==> src/rtl/fan_tach_if.sv <==
// fan_tach_if
//   Bundles the tachometer pins and the per-window results of
//   fan_tach_monitor.
//   master : the monitor. It reads fan_tach and drives the results.
//   slave  : the board/sysinfo side. It drives fan_tach and reads the results.
// Signals
//   fan_tach    [NUM_FANS]     raw open-collector tach pins, asynchronous
//   fan_rpm     [16*NUM_FANS]  packed RPM, fan i at [16i+15:16i]
//   fan_stalled [NUM_FANS]     per-fan stall flag
//   rpm_valid                  high once the first window has completed
//   rpm_update                 one-cycle strobe when results refresh
interface fan_tach_if #(
  parameter int NUM_FANS = 2
);
  logic [NUM_FANS-1:0]    fan_tach;
  logic [16*NUM_FANS-1:0] fan_rpm;
  logic [NUM_FANS-1:0]    fan_stalled;
  logic                   rpm_valid;
  logic                   rpm_update;

  modport master (
    input  fan_tach,
    output fan_rpm,
    output fan_stalled,
    output rpm_valid,
    output rpm_update
  );

  modport slave (
    output fan_tach,
    input  fan_rpm,
    input  fan_stalled,
    input  rpm_valid,
    input  rpm_update
  );
endinterface

==> src/rtl/fan_tach_monitor.sv <==
// fan_tach_monitor
//   Measures fan speed from tachometer pins. For each fan, the pin is
//   synchronised and glitch-filtered. Falling edges are counted over a fixed
//   gate window, and the count is scaled to RPM. Results are latched once
//   per window and announced with a single-cycle rpm_update strobe.
// Ports
//   clk       sysinfo clock
//   rst_n     asynchronous active-low reset
//   tach_bus  fan_tach_if master: fan_tach in; fan_rpm, fan_stalled,
//             rpm_valid, rpm_update out
module fan_tach_monitor #(
  parameter int NUM_FANS      = 2,
  parameter int WINDOW_CYCLES = 50000000,
  parameter int FILTER_CYCLES = 16,
  parameter int RPM_SCALE     = 30
) (
  input  logic        clk,
  input  logic        rst_n,
  fan_tach_if.master  tach_bus
);

  localparam int WIN_W  = (WINDOW_CYCLES > 1) ? $clog2(WINDOW_CYCLES) : 1;
  localparam int FILT_W = (FILTER_CYCLES > 1) ? $clog2(FILTER_CYCLES) : 1;
  localparam logic [WIN_W-1:0]  WIN_LAST  = WIN_W'(WINDOW_CYCLES - 1);
  localparam logic [FILT_W-1:0] FILT_LAST = FILT_W'(FILTER_CYCLES - 1);
  localparam logic [31:0]       SCALE_32  = 32'(RPM_SCALE);

  logic [WIN_W-1:0] win_cnt_q;
  logic             win_end;
  logic             rpm_valid_q;
  logic             rpm_update_q;

  assign win_end = (win_cnt_q == WIN_LAST);

  always_ff @(posedge clk or negedge rst_n) begin
    if (!rst_n) begin
      win_cnt_q    <= '0;
      rpm_valid_q  <= 1'b0;
      rpm_update_q <= 1'b0;
    end else begin
      win_cnt_q    <= win_end ? '0 : win_cnt_q + WIN_W'(1);
      rpm_update_q <= win_end;
      rpm_valid_q  <= rpm_valid_q | win_end;
    end
  end

  assign tach_bus.rpm_valid  = rpm_valid_q;
  assign tach_bus.rpm_update = rpm_update_q;

  for (genvar i = 0; i < NUM_FANS; i++) begin : g_fan
    (* ASYNC_REG = "TRUE" *) logic sync_q1;
    (* ASYNC_REG = "TRUE" *) logic sync_q2;
    logic              filt_q;
    logic              filt_d_q;
    logic [FILT_W-1:0] filt_cnt_q;
    logic              edge_pulse;
    logic [15:0]       edge_cnt_q;
    logic [15:0]       captured;
    logic [31:0]       product;
    logic [15:0]       rpm_q;
    logic              stalled_q;

    // Synchroniser and filter idle high, which matches an undriven
    // open-collector pin. This means no edge can appear out of reset.
    always_ff @(posedge clk or negedge rst_n) begin
      if (!rst_n) begin
        sync_q1 <= 1'b1;
        sync_q2 <= 1'b1;
      end else begin
        sync_q1 <= tach_bus.fan_tach[i];
        sync_q2 <= sync_q1;
      end
    end

    // The filtered level follows only after FILTER_CYCLES consecutive
    // cycles of disagreement. A shorter pulse resets the run.
    always_ff @(posedge clk or negedge rst_n) begin
      if (!rst_n) begin
        filt_q     <= 1'b1;
        filt_d_q   <= 1'b1;
        filt_cnt_q <= '0;
      end else begin
        filt_d_q <= filt_q;
        if (sync_q2 == filt_q) begin
          filt_cnt_q <= '0;
        end else if (filt_cnt_q == FILT_LAST) begin
          filt_q     <= sync_q2;
          filt_cnt_q <= '0;
        end else begin
          filt_cnt_q <= filt_cnt_q + FILT_W'(1);
        end
      end
    end

    assign edge_pulse = filt_d_q & ~filt_q;

    // Saturating count that includes this cycle's edge. On the window-end
    // cycle this is the closing window's total, so an edge landing there
    // is never carried into the next window.
    assign captured = (edge_pulse && (edge_cnt_q != 16'hFFFF)) ?
                      edge_cnt_q + 16'd1 : edge_cnt_q;
    assign product  = {16'd0, captured} * SCALE_32;

    always_ff @(posedge clk or negedge rst_n) begin
      if (!rst_n) begin
        edge_cnt_q <= '0;
        rpm_q      <= '0;
        stalled_q  <= 1'b0;
      end else if (win_end) begin
        edge_cnt_q <= '0;
        rpm_q      <= (product > 32'h0000_FFFF) ? 16'hFFFF : product[15:0];
        stalled_q  <= (captured == 16'd0);
      end else begin
        edge_cnt_q <= captured;
      end
    end

    assign tach_bus.fan_rpm[16*i +: 16] = rpm_q;
    assign tach_bus.fan_stalled[i]      = stalled_q;
  end

endmodule

==> src/flat_wrapper.sv <==
// flat-port wrapper written by rule: the top's interface ports become plain ports
module fan_tach_monitor_flat 
#(
  parameter int NUM_FANS      = 2,
  parameter int WINDOW_CYCLES = 50000000,
  parameter int FILTER_CYCLES = 16,
  parameter int RPM_SCALE     = 30
)
  (clk, rst_n, tach_bus_fan_tach, tach_bus_fan_rpm, tach_bus_fan_stalled, tach_bus_rpm_valid, tach_bus_rpm_update);
  fan_tach_if #(.NUM_FANS(NUM_FANS)) tach_bus_i ();
  input  logic clk;
  input  logic rst_n;
  input wire logic [$bits(tach_bus_i.fan_tach)-1:0] tach_bus_fan_tach;
  output wire logic [$bits(tach_bus_i.fan_rpm)-1:0] tach_bus_fan_rpm;
  output wire logic [$bits(tach_bus_i.fan_stalled)-1:0] tach_bus_fan_stalled;
  output wire logic [$bits(tach_bus_i.rpm_valid)-1:0] tach_bus_rpm_valid;
  output wire logic [$bits(tach_bus_i.rpm_update)-1:0] tach_bus_rpm_update;
  assign tach_bus_i.fan_tach = tach_bus_fan_tach;
  assign tach_bus_fan_rpm = tach_bus_i.fan_rpm;
  assign tach_bus_fan_stalled = tach_bus_i.fan_stalled;
  assign tach_bus_rpm_valid = tach_bus_i.rpm_valid;
  assign tach_bus_rpm_update = tach_bus_i.rpm_update;
  fan_tach_monitor #(.NUM_FANS(NUM_FANS), .WINDOW_CYCLES(WINDOW_CYCLES), .FILTER_CYCLES(FILTER_CYCLES), .RPM_SCALE(RPM_SCALE)) u_core (.clk(clk), .rst_n(rst_n), .tach_bus(tach_bus_i));
endmodule
==> config.mk <==
export PLATFORM = sky130hd
export DESIGN_NAME = fan_tach_monitor_flat
export DESIGN_NICKNAME = d
export VERILOG_FILES = /design/src/rtl/fan_tach_if.sv /design/src/rtl/fan_tach_monitor.sv /design/src/flat_wrapper.sv
export SDC_FILE = /design/constraint.sdc
export NUM_CORES = 1
export LEC_CHECK = 0
export ABC_AREA = 1
export CORE_MARGIN = 3
export CORE_UTILIZATION = 65
export CTS_CLUSTER_SIZE = 28
export DETAILED_ROUTE_END_ITERATION = 7
export PLACE_DENSITY = 0.83
export SLEW_MARGIN = 20
export SYNTH_ARGS = -nofsm -noshare
export SYNTH_HDL_FRONTEND = slang
export SYNTH_SLANG_ARGS = --single-unit
==> constraint.sdc <==
create_clock -name clk -period 11.8 [get_ports clk]
set_clock_uncertainty 0.15 [all_clocks]
set_input_delay 1.77 -clock clk [delete_from_list [all_inputs] [get_ports clk]]
set_output_delay 1.77 -clock clk [all_outputs]
set_load 0.01 [all_outputs]
==> flow_summary.ini, run 1 <==
[sta]
max_freq_mhz = 173.9
rsz0062_at_grt = false
fin_crit_ns = 5.751
slew_headroom = 0.3367
setup_viol = 0
period_share = 0.4873
tightest_slew_ns = 0.9845
slew_violations = 0
hold_violations = 0
tns_ns = 0

[final_layout]
layout_common_cells = 331 x nand2_1, 217 x inv_1, 158 x nor2_1
fillCellCount = 1136
final_common_cell = nand2_1
diodes = 0
final_cell_area_um2 = 10310
multi_input_area_um2 = 5677
syn2layout_area_growth_pct = 9.587
drive_gt1_frac = 0.06672
nets = 1441
finish.utilization = 0.7343
final-seq-area_um2 = 2763

[yosys]
async_reset_ff_frac = 1.000
synthFlopType = dfrtp_1
synth_nets = 1405
yosysWarnings = 0
syn_area_per_cell_um2 = 7.193
syn_inst = 1308
synth-edff-count = 0
ys_seq_area_frac = 0.2936
netlist_area_um2 = 9409
yosysUniqueCellTypes = 45
ys_ff_latch = 110

[worst_hold_path]
hp-start = u_core.g_fan[1].sync_q1$_DFF_PN1_
hold_path_depth = 0
hp-class = flip-flop to flip-flop

[clock_tree]
clk_path_buf_depth = 2
holdBufCountCts = 0
post-cts-setup-buffer-count = 0
clock_latency_ns = 0.37
clock-root-buffer = clkbuf_16
cts_resized = 0
cts_tree = built
path_clk_slew_ns = 0.08
htreeDepth = 3
cts_buffers = 9
cts_sinks = 110

[setup_path]
path_max_fanout = 17
crit_path_end_kind = flip-flop
crit_chain = ha_1 > nand3_2 > nor3_1 > nand2_1 > nand2_4 > inv_2 > o21ai_0 > inv_1 > ha_1 > inv_1 > fa_1 > inv_1 > ha_1 > nand2_1 > nor2_1 > inv_1 > nor2_1 > nand3_1 > nand3_1 > nand2_1 > a21oi_2 > nand3_1 > nand2_1 > inv_1
slowest_stage = o21ai_0
criticalPathCategory = flip-flop to flip-flop
cp.arrival_ns = 5.86
rrSetupSlack_ns = 6.05
cp-start-kind = flip-flop
r2r_cells = 24
cp-startpoint = u_core.g_fan[1].edge_cnt_q[0]$_DFF_PN0_
slowest_delay_ns = 0.80
cpMostUsedCell = inv_1
critPathRequiredTime_ns = 11.91
worstReg2RegStart = u_core.g_fan[1].edge_cnt_q[0]$_DFF_PN0_

[die]
start_util = 0.6701
die_x_um = 126.3
core-area_um2 = 14040
die_h_um = 126.3
pin_count = 40
die_area_um2 = 15960
rows = 43

[routing]
ant_nets = 0
dr.pass1.iters = 7
initialDrtViolationCount = 712
wl_per_cell_um = 13.47
num_vias = 8227
drc = 0
vias_per_cell = 5.381
wirelength_um = 20590

[global_route]
grt_pass1_wl_um = 36440
antenna_found_initial = 0
grt_max_degree = 78
grt_usage = 0.2729
grt-ovfl-total = 0
grt_pass1_vias = 8041

[place]
placedInstanceArea_um2 = 9946
post-dp-hpwl_um = 15670
place_congestion = 0.9798
port_buffers = 39

[power_and_ir_drop]
ir_worst_vdd_uv = 66.71
p_per_area_nw_per_um2 = 79.48
p_leak_nw = 5.949

[outcome]
outcome = complete, no violations

[flow_run]
drv_cap = 0
kinds of logic after synthesis:
family                     count (synthesis)  share of synthesized area
AOI/OAI and AO/OA                        114                    0.07287
xor gates and xnor gates                  79                    0.07513
adders and majority gates                 93                     0.1508
buffers and inverters                    247                     0.1036
DFF                                      110                     0.2936
muxes                                      2                   0.002393
and+or+nand+nor                          663                     0.3016
metrics by stage:
step	hold WS [ns]	cells	setup slack [ns]	power (mW)
global placement	0.1961	1513	6.384	0.4552
CTS	0.2085	1529	6.079	0.8247
finish	0.2071	1529	6.049	0.8195
floorplan	0.1952	1308	7.022	0.4358
global route	0.2111	1529	5.453	0.8512
detailed placement	0.1976	1513	6.130	0.4562
per-layer routing:
metal  global-route usage  wire length, um  up-vias
met2               0.4576             9965      220
met4               0.1022              491        0
met1               0.3624             9119     3841
met3              0.03874             1014       42
li1                     -                -     4124
met5                    0                0        -
power breakdown:
part           leakage [nW]  internal (mW)  switching, mW
logic                  4.28         0.0212         0.0420
clock network         0.178          0.218          0.154
registers              1.49          0.381        0.00373
total                  5.95          0.620          0.199
flip-flops by register name, summed over array words and instances (netlist names):
| register | flops |
|---|---|
| u_core.g_fan.filt_q | 2 |
| u_core.tach_bus.rpm_valid | 1 |
| u_core.g_fan.filt_d_q | 2 |
| u_core.g_fan.sync_q1 | 2 |
| u_core.g_fan.stalled_q | 2 |
| u_core.g_fan.edge_cnt_q | 32 |
| u_core.g_fan.sync_q2 | 2 |
| u_core.win_cnt_q | 26 |
| u_core.g_fan.filt_cnt_q | 8 |
| u_core.g_fan.rpm_q | 32 |
| u_core.tach_bus.rpm_update | 1 |
synthesized netlist by cell type (5+ instances only):
cell	number	area (um^2)
nand3_1	75	375.4
o21ai_2	11	96.34
xnor2_1	18	157.7
nand3b_1	10	75.07
fa_1	34	680.7
a21boi_0	12	90.09
clkbuf_1	9	33.78
o21ai_0	20	100.1
inv_1	217	814.5
xor2_1	59	516.8
nand2_1	331	1242
dfstp_2	8	210.2
dfrtp_1	102	2552
a21oi_1	57	285.3
nand2_2	5	31.28
nor2_1	158	593.1
inv_2	10	37.54
nor3_1	26	130.1
ha_1	59	738.2
or2_2	18	112.6
a21boi_1	5	37.54
nand4_1	22	137.6
final timing paths:
| kind | endpoint |
|---|---|
| worst max-delay path | u_core.g_fan[1].rpm_q[7]$_DFFE_PN0P_ |
| worst min-delay path | u_core.g_fan[1].sync_q2$_DFF_PN1_ |
| worst max register to register | u_core.g_fan[1].rpm_q[7]$_DFFE_PN0P_ |
| worst min register to register | u_core.g_fan[1].sync_q2$_DFF_PN1_ |
| max in group asynchronous | u_core.g_fan[1].edge_cnt_q[9]$_DFF_PN0_ |
| min in group asynchronous | u_core.tach_bus.rpm_update$_DFF_PN0_ |
worst max-delay path, delay by kind of cell, from the launching register on:
family	cells	cell delay (ns)
buffers and inverters	6	0.57
flip-flops	1	0.45
AND/OR/NAND/NOR	12	1.62
AO/OA/AOI/OAI	2	1.36
adder cells (fa/ha/maj)	4	1.52
cell type report:
cell class | count | area share
well taps | 180 | 0.02184
repair buffers | 44 | 0.04126
inverters | 228 | 0.08300
flip-flops and latches | 110 | 0.2679
multi-input cells | 951 | 0.5505
clock inverters | 6 | 0.01226
clock buffers | 10 | 0.02318
No activity file was read; power rests on OpenSTA's default activity.
==> run 2, diff against run 1 <==
--- a/config.mk
+++ b/config.mk
@@ -7,10 +7,10 @@
 export LEC_CHECK = 0
 export ABC_AREA = 1
 export CORE_MARGIN = 3
-export CORE_UTILIZATION = 65
+export CORE_UTILIZATION = 63
 export CTS_CLUSTER_SIZE = 28
 export DETAILED_ROUTE_END_ITERATION = 7
-export PLACE_DENSITY = 0.83
+export PLACE_DENSITY = 0.8
 export SLEW_MARGIN = 20
 export SYNTH_ARGS = -nofsm -noshare
 export SYNTH_HDL_FRONTEND = slang
==> constraint.sdc (replaced) <==
create_clock -name clk -period 5.44 [get_ports clk]
set_clock_uncertainty 0.15 [all_clocks]
set_input_delay 0.816 -clock clk [delete_from_list [all_inputs] [get_ports clk]]
set_output_delay 0.816 -clock clk [all_outputs]
set_load 0.01 [all_outputs]
==> flow_summary.ini, run 2 (synthesized netlist as in run 1, its figures left out) <==
[final_layout]
drive_gt1_frac = 0.07153
instances_no_fill = 1540
top_regs = u_core.g_fan.edge_cnt_q (32), u_core.g_fan.rpm_q (32), u_core.win_cnt_q (26)
nets = 1448
layout_common_cells = 331 x nand2_1, 217 x inv_1, 158 x nor2_1
syn2layout_area_growth_pct = 10.29
diodes = 0
final_common_cell = nand2_1

[routing]
drc = 0
initialDrtViolationCount = 668
ant_nets = 0
wirelength_um = 19930
wl_per_cell_um = 12.94
vias_per_cell = 5.314
num_vias = 8184
dr.pass1.iters = 5

[power_and_ir_drop]
p_per_area_nw_per_um2 = 162.7
ir_worst_vdd_uv = 133.5
p_leak_nw = 5.972

[setup_path]
path_max_fanout = 17
criticalPathCategory = flip-flop to flip-flop
cp-start-kind = flip-flop
slowest_delay_ns = 0.49
critPathRequiredTime_ns = 5.55
crit_path_end_kind = flip-flop
slowest_stage = fa_1
cp.arrival_ns = 5.03

[sta]
setup_viol = 0
fin_crit_ns = 4.915
slew_headroom = 0.4241
period_share = 0.9035
tns_ns = 0
hold_violations = 0
rsz0062_at_grt = false
timing.hold.ws_ns = 0.2092
max_freq_mhz = 203.5
tightest_slew_ns = 0.8618
slew_violations = 0

[global_route]
grt-ovfl-total = 0
grt_max_degree = 68
grt_pass1_wl_um = 35560
grt_pass1_vias = 8017
antenna_found_initial = 0
grt_usage = 0.2587

[place]
port_buffers = 39
place_congestion = 0.9386
dp.cells = 1522
post-dp-hpwl_um = 15380

[die]
die_x_um = 128.2
start_util = 0.6449
die_h_um = 128.2
die_area_um2 = 16440
pin_count = 40
core-area_um2 = 14590
rows = 44

[outcome]
outcome = complete, no violations

[worst_hold_path]
hp-class = flip-flop to flip-flop

[clock_tree]
holdBufCountCts = 0
clock_latency_ns = 0.36
path_clk_slew_ns = 0.09
cts_buffers = 9
cts_sinks = 110
cts_tree = built
clk_path_buf_depth = 2
htreeDepth = 3
clock-root-buffer = clkbuf_16

[flow_run]
drv_cap = 0
run 2: changes by cell type in the layout (fill, tap and decap cells not counted):
cell	before	now
buf_4	6	11
buf_12	0	2
bufinv_16	3	1
clkinv_4	0	2
a21oi_2	1	0
a21oi_4	0	1
clkbuf_8	1	0
clkinv_8	1	2
nor2_2	3	2
nor2_4	1	2
xor2_2	2	1
xor2_4	0	1
run 2: power breakdown:
group          switching, mW  total, mW  internal, mW
registers            0.00798      0.835         0.827
clock network          0.340      0.712         0.372
logic                 0.0918      0.142        0.0498
run 2: final cells by class:
type / instances / area (um^2)
clock buffers: 9 / 225.2
clock inverters: 7 / 100.1
fillers: 1224 / 4212
inverters: 228 / 855.8
multi-input cells: 951 / 5700
flip-flops and latches: 110 / 2763
well taps: 184 / 230.2
repair buffers: 51 / 503.0
run 2: final timing paths:
kind / slack, ns / endpoint / cells past startpoint / start
min: 0.21 / u_core.g_fan[1].sync_q2$_DFF_PN1_ / 0 / u_core.g_fan[1].sync_q1$_DFF_PN1_
max: 0.52 / u_core.g_fan[1].rpm_q[2]$_DFFE_PN0P_ / 28 / u_core.g_fan[1].edge_cnt_q[0]$_DFF_PN0_
min in group asynchronous: 0.40 / u_core.tach_bus.rpm_valid$_DFF_PN0_ / 1 / rst_n
max in group asynchronous: 3.62 / u_core.g_fan[0].edge_cnt_q[9]$_DFF_PN0_ / 2 / rst_n
max reg2reg: 0.52 / u_core.g_fan[1].rpm_q[2]$_DFFE_PN0P_ / 28 / u_core.g_fan[1].edge_cnt_q[0]$_DFF_PN0_
min reg2reg: 0.21 / u_core.g_fan[1].sync_q2$_DFF_PN1_ / 0 / u_core.g_fan[1].sync_q1$_DFF_PN1_
run 2: layer usage:
| metal | vias up | GRT usage | wire, um |
|---|---|---|---|
| li1 | 4157 | - | - |
| met1 | 3823 | 0.3394 | 8953 |
| met2 | 179 | 0.4410 | 9846 |
| met3 | 25 | 0.03833 | 816 |
| met4 | 0 | 0.08302 | 313 |
| met5 | - | 0 | 0 |
run 2: what timing repair did:
| action | in CTS | in global routing |
|---|---|---|
| setup endpoints to repair | 0 | 16 |
| setup buffers | 0 | 2 |
| resized for setup | 0 | 3 |
run 2: per-stage QoR:
step | cell area [um^2] | worst slack (ns) | utilization | total power [mW]
detailed placement | 9988 | 0.2632 | 0.6846 | 0.9930
finish | 10380 | 0.5249 | 0.7113 | 1.689
global route | 10380 | 0.02866 | 0.7113 | 1.763
floorplan | 9409 | 0.6619 | - | 0.9453
global placement | 9988 | 0.4428 | 0.6846 | 0.9906
CTS | 10310 | 0.1814 | 0.7069 | 1.710
run 2: critical path, delay by kind of cell, from the launching register on:
kind            cells  cell delay, ns
simple gates       16            1.87
fa+ha+maj           4            1.42
flops               1            0.45
buf+inv             6            0.44
xor+xnor            1            0.28
compound gates      1            0.18
==> run 3, diff against run 2 <==
--- a/config.mk
+++ b/config.mk
@@ -5,12 +5,12 @@
 export SDC_FILE = /design/constraint.sdc
 export NUM_CORES = 1
 export LEC_CHECK = 0
-export ABC_AREA = 1
+export ABC_AREA = 0
 export CORE_MARGIN = 3
-export CORE_UTILIZATION = 63
+export CORE_UTILIZATION = 45
 export CTS_CLUSTER_SIZE = 28
 export DETAILED_ROUTE_END_ITERATION = 7
-export PLACE_DENSITY = 0.8
+export PLACE_DENSITY = 0.6
 export SLEW_MARGIN = 20
 export SYNTH_ARGS = -nofsm -noshare
 export SYNTH_HDL_FRONTEND = slang
==> flow_summary.ini, run 3 <==
[outcome]
outcome = complete, no violations

[power_and_ir_drop]
p_per_area_nw_per_um2 = 158.5
ir_worst_vdd_uv = 145.5
clkPwrFrac = 0.451
p_int_mw = 1.212
p_seq_frac = 0.528
p_leak_nw = 4.742
switching_share = 0.2273
p_comb_frac = 0.020
p_sw_mw = 0.3564

[sta]
period_share = 0.9774
slew_headroom = 0.3336
setup_viol = 0
tightest_slew_ns = 0.9913
fin_crit_ns = 5.317
max_freq_mhz = 188.1
tns_ns = 0
hold_violations = 0
final.setup.worst_slack_ns = 0.1229
slew_violations = 0

[clock_tree]
clk_path_buf_depth = 2
clock_latency_ns = 0.35
cts_buffers = 9
cts_tree = built
cts_sinks = 110
htreeDepth = 3
holdBufCountCts = 0
clock-root-buffer = clkbuf_16
path_clk_slew_ns = 0.08

[routing]
wirelength_um = 17580
drc = 0
wl_per_cell_um = 14.40
num_vias = 6431
initialDrtViolationCount = 277
ant_nets = 0
dr.pass1.iters = 4
vias_per_cell = 5.267

[final_layout]
final_cell_area_um2 = 9893
final_common_cell = nor2_1
multi_input_area_um2 = 5380
finish.utilization = 0.5470
fillCellCount = 1671
drive_gt1_frac = 0.1462
syn2layout_area_growth_pct = 18.30
top_regs = u_core.g_fan.edge_cnt_q (32), u_core.g_fan.rpm_q (32), u_core.win_cnt_q (26)
nets = 1084
final-seq-area_um2 = 2764
diodes = 0
layout_common_cells = 117 x nor2_1, 101 x dfrtp_1, 83 x inv_1

[place]
placedInstanceArea_um2 = 9309
post-dp-hpwl_um = 13280
dp_worst_setup_slack_ns = 0.08727
place_congestion = 0.8559
port_buffers = 39

[global_route]
grt_pass1_vias = 6317
grt_pass1_wl_um = 30110
grt-ovfl-total = 0
grt_usage = 0.1795
grt_max_degree = 60
antenna_found_initial = 0

[setup_path]
cp.arrival_ns = 5.41
cp_num_buf_inv = 2
path_max_fanout = 8
crit_chain = ha_4 > and3b_2 > nand2_2 > or4_4 > nor3_4 > xnor2_2 > fa_1 > fa_1 > inv_1 > ha_4 > or2_4 > a21oi_2 > xnor2_1 > or4_4 > or4b_4 > a22oi_4 > clkbuf_16 > a21oi_2
critPathRequiredTime_ns = 5.53
r2r-end = u_core.g_fan[1].rpm_q[8]$_DFFE_PN0P_
slowest_delay_ns = 0.59
slowest_stage = or4_4
crit_family = simple AND/OR/NAND/NOR gates
criticalPathCategory = flip-flop to flip-flop
cp-start-kind = flip-flop
rrSetupSlack_ns = 0.12
worstReg2RegStart = u_core.g_fan[1].edge_cnt_q[1]$_DFF_PN0_
r2r_cells = 18
crit_path_end_kind = flip-flop

[yosys]
synth_compound_area_frac = 0.1206
ys_ff_latch = 110
syn_inst = 906
synth_most_common_cell = nor2_1
synth_area_leaders = dfrtp_1 31%, ha_1 8.8%, fa_1 8.1%, xnor2_1 7.0%, nor2_1 5.3%
synth-edff-count = 0
synth_top_cell_by_area = dfrtp_1
yosys.area_share.adder = 0.1852
async_reset_ff_frac = 1.000
yosysWarnings = 0
synth_nets = 1003
synth_common_cells = 119 x nor2_1, 102 x dfrtp_1, 85 x inv_1
muxShareOfSynthArea = 0.01137
synth_simple_gate_area_frac = 0.1933
synthFlopType = dfrtp_1
synth_xor_area_frac = 0.1068
syn_area_per_cell_um2 = 9.231
yosysTopAreaCellShare = 0.3052
yosysUniqueCellTypes = 67
ys_seq_area_frac = 0.3303
netlist_area_um2 = 8363
synth_top_family_by_area = simple AND/OR/NAND/NOR gates

[worst_hold_path]
hold_path_depth = 0
hp-start = u_core.g_fan[0].sync_q1$_DFF_PN1_
worstHoldEndpoint = u_core.g_fan[0].sync_q2$_DFF_PN1_
hp-class = flip-flop to flip-flop

[die]
rows = 49
core-area_um2 = 18090
start_util = 0.4624
die_h_um = 142.3
die_area_um2 = 20260
die_x_um = 142.3
pin_count = 40

[flow_run]
drv_cap = 0
==> run 3: cell types whose count changed after synthesis, moves of 14 or more <==
cell     previous run  this run
nand3_1            75        39
and3_1              1        15
nand2_1           331        47
xor2_1             59        35
xnor2_1            18        67
o22a_1              0        14
a21oi_1            57        38
inv_1             217        85
nor2_1            158       119
==> run 3: worst register-to-register path: stages (launching register included) <==
cell,delay [ns]
dfrtp_2,0.41
ha_4,0.15
and3b_2,0.20
nand2_2,0.06
or4_4,0.59
nor3_4,0.25
xnor2_2,0.16
fa_1,0.47
fa_1,0.54
inv_1,0.06
ha_4,0.22
or2_4,0.24
a21oi_2,0.14
xnor2_1,0.08
or4_4,0.42
or4b_4,0.56
a22oi_4,0.24
clkbuf_16,0.21
a21oi_2,0.05
==> run 3: how the worst max path moves through the flow <==
| stage | from | endpoint | slack, ns | depth (start not counted) |
|---|---|---|---|---|
| 3_5_place_dp | u_core.g_fan[1].edge_cnt_q[1]$_DFF_PN0_ | u_core.g_fan[1].rpm_q[1]$_DFFE_PN0P_ | 0.09 | 18 |
| 2_1_floorplan | u_core.g_fan[1].edge_cnt_q[0]$_DFF_PN0_ | u_core.g_fan[1].rpm_q[7]$_DFFE_PN0P_ | 0.02 | 18 |
| 5_1_grt | u_core.g_fan[1].edge_cnt_q[1]$_DFF_PN0_ | u_core.g_fan[1].rpm_q[12]$_DFFE_PN0P_ | -0.08 | 18 |
| 6_report | u_core.g_fan[1].edge_cnt_q[1]$_DFF_PN0_ | u_core.g_fan[1].rpm_q[8]$_DFFE_PN0P_ | 0.12 | 18 |
| 4_1_cts | u_core.g_fan[1].edge_cnt_q[1]$_DFF_PN0_ | u_core.g_fan[1].rpm_q[1]$_DFFE_PN0P_ | 0.07 | 18 |
| 3_3_place_gp | u_core.g_fan[1].edge_cnt_q[1]$_DFF_PN0_ | u_core.g_fan[1].rpm_q[5]$_DFFE_PN0P_ | 0.16 | 18 |
==> run 3: cells by family (layout without fill, tap and decap cells) <==
| family | Yosys count | after routing |
|---|---|---|
| fa+ha+maj | 106 | 106 |
| buf+inv | 108 | 194 |
| mux | 9 | 9 |
| xor+xnor | 102 | 102 |
| compound gates | 151 | 151 |
| simple gates | 320 | 320 |
| flops | 110 | 110 |
==> run 3: stage by stage <==
step / instances / total power, mW / hold WS, ns
detailed placement: 1200 / 0.8776 / 0.1968
global placement: 1200 / 0.8770 / 0.1956
finish: 1221 / 1.568 / 0.2062
CTS: 1216 / 1.595 / 0.2077
global route: 1221 / 1.628 / 0.2133
floorplan: 906 / 0.8538 / 0.1952
==> run 3: power by group through the flow <==
stage / combinational [mW] / sequential, mW / clock [mW]
final: 0.0320 / 0.828 / 0.708
after global routing: 0.0374 / 0.829 / 0.761
after CTS: 0.0336 / 0.828 / 0.733
after detailed placement: 0.0333 / 0.844 / 0
after global placement: 0.0330 / 0.844 / 0
after floorplan: 0.0102 / 0.844 / 0
==> run 3: cell type report <==
type,instances,share of cell area
tap,229,0.02896
clock inverter,6,0.007841
timing repair buffer,92,0.08322
sequential,110,0.2794
multi-input combinational,688,0.5438
inverter,86,0.03263
clock buffer,10,0.02416
==> run 3: metal layers <==
layer / vias up / routed length, um / share of wire / global-route usage
li1: 3265 / - / - / -
met1: 3079 / 9178 / 0.52 / 0.2697
met2: 73 / 7758 / 0.44 / 0.2770
met3: 14 / 440 / 0.025 / 0.02050
met4: 0 / 206 / 0.012 / 0.04652
met5: - / 0 / 0 / 0
==> run 3: what timing repair did <==
| action | in CTS | in global routing |
|---|---|---|
| gates resized for setup | 0 | 45 |
| endpoints found under the setup margin | 0 | 32 |
| setup buffers | 0 | 4 |
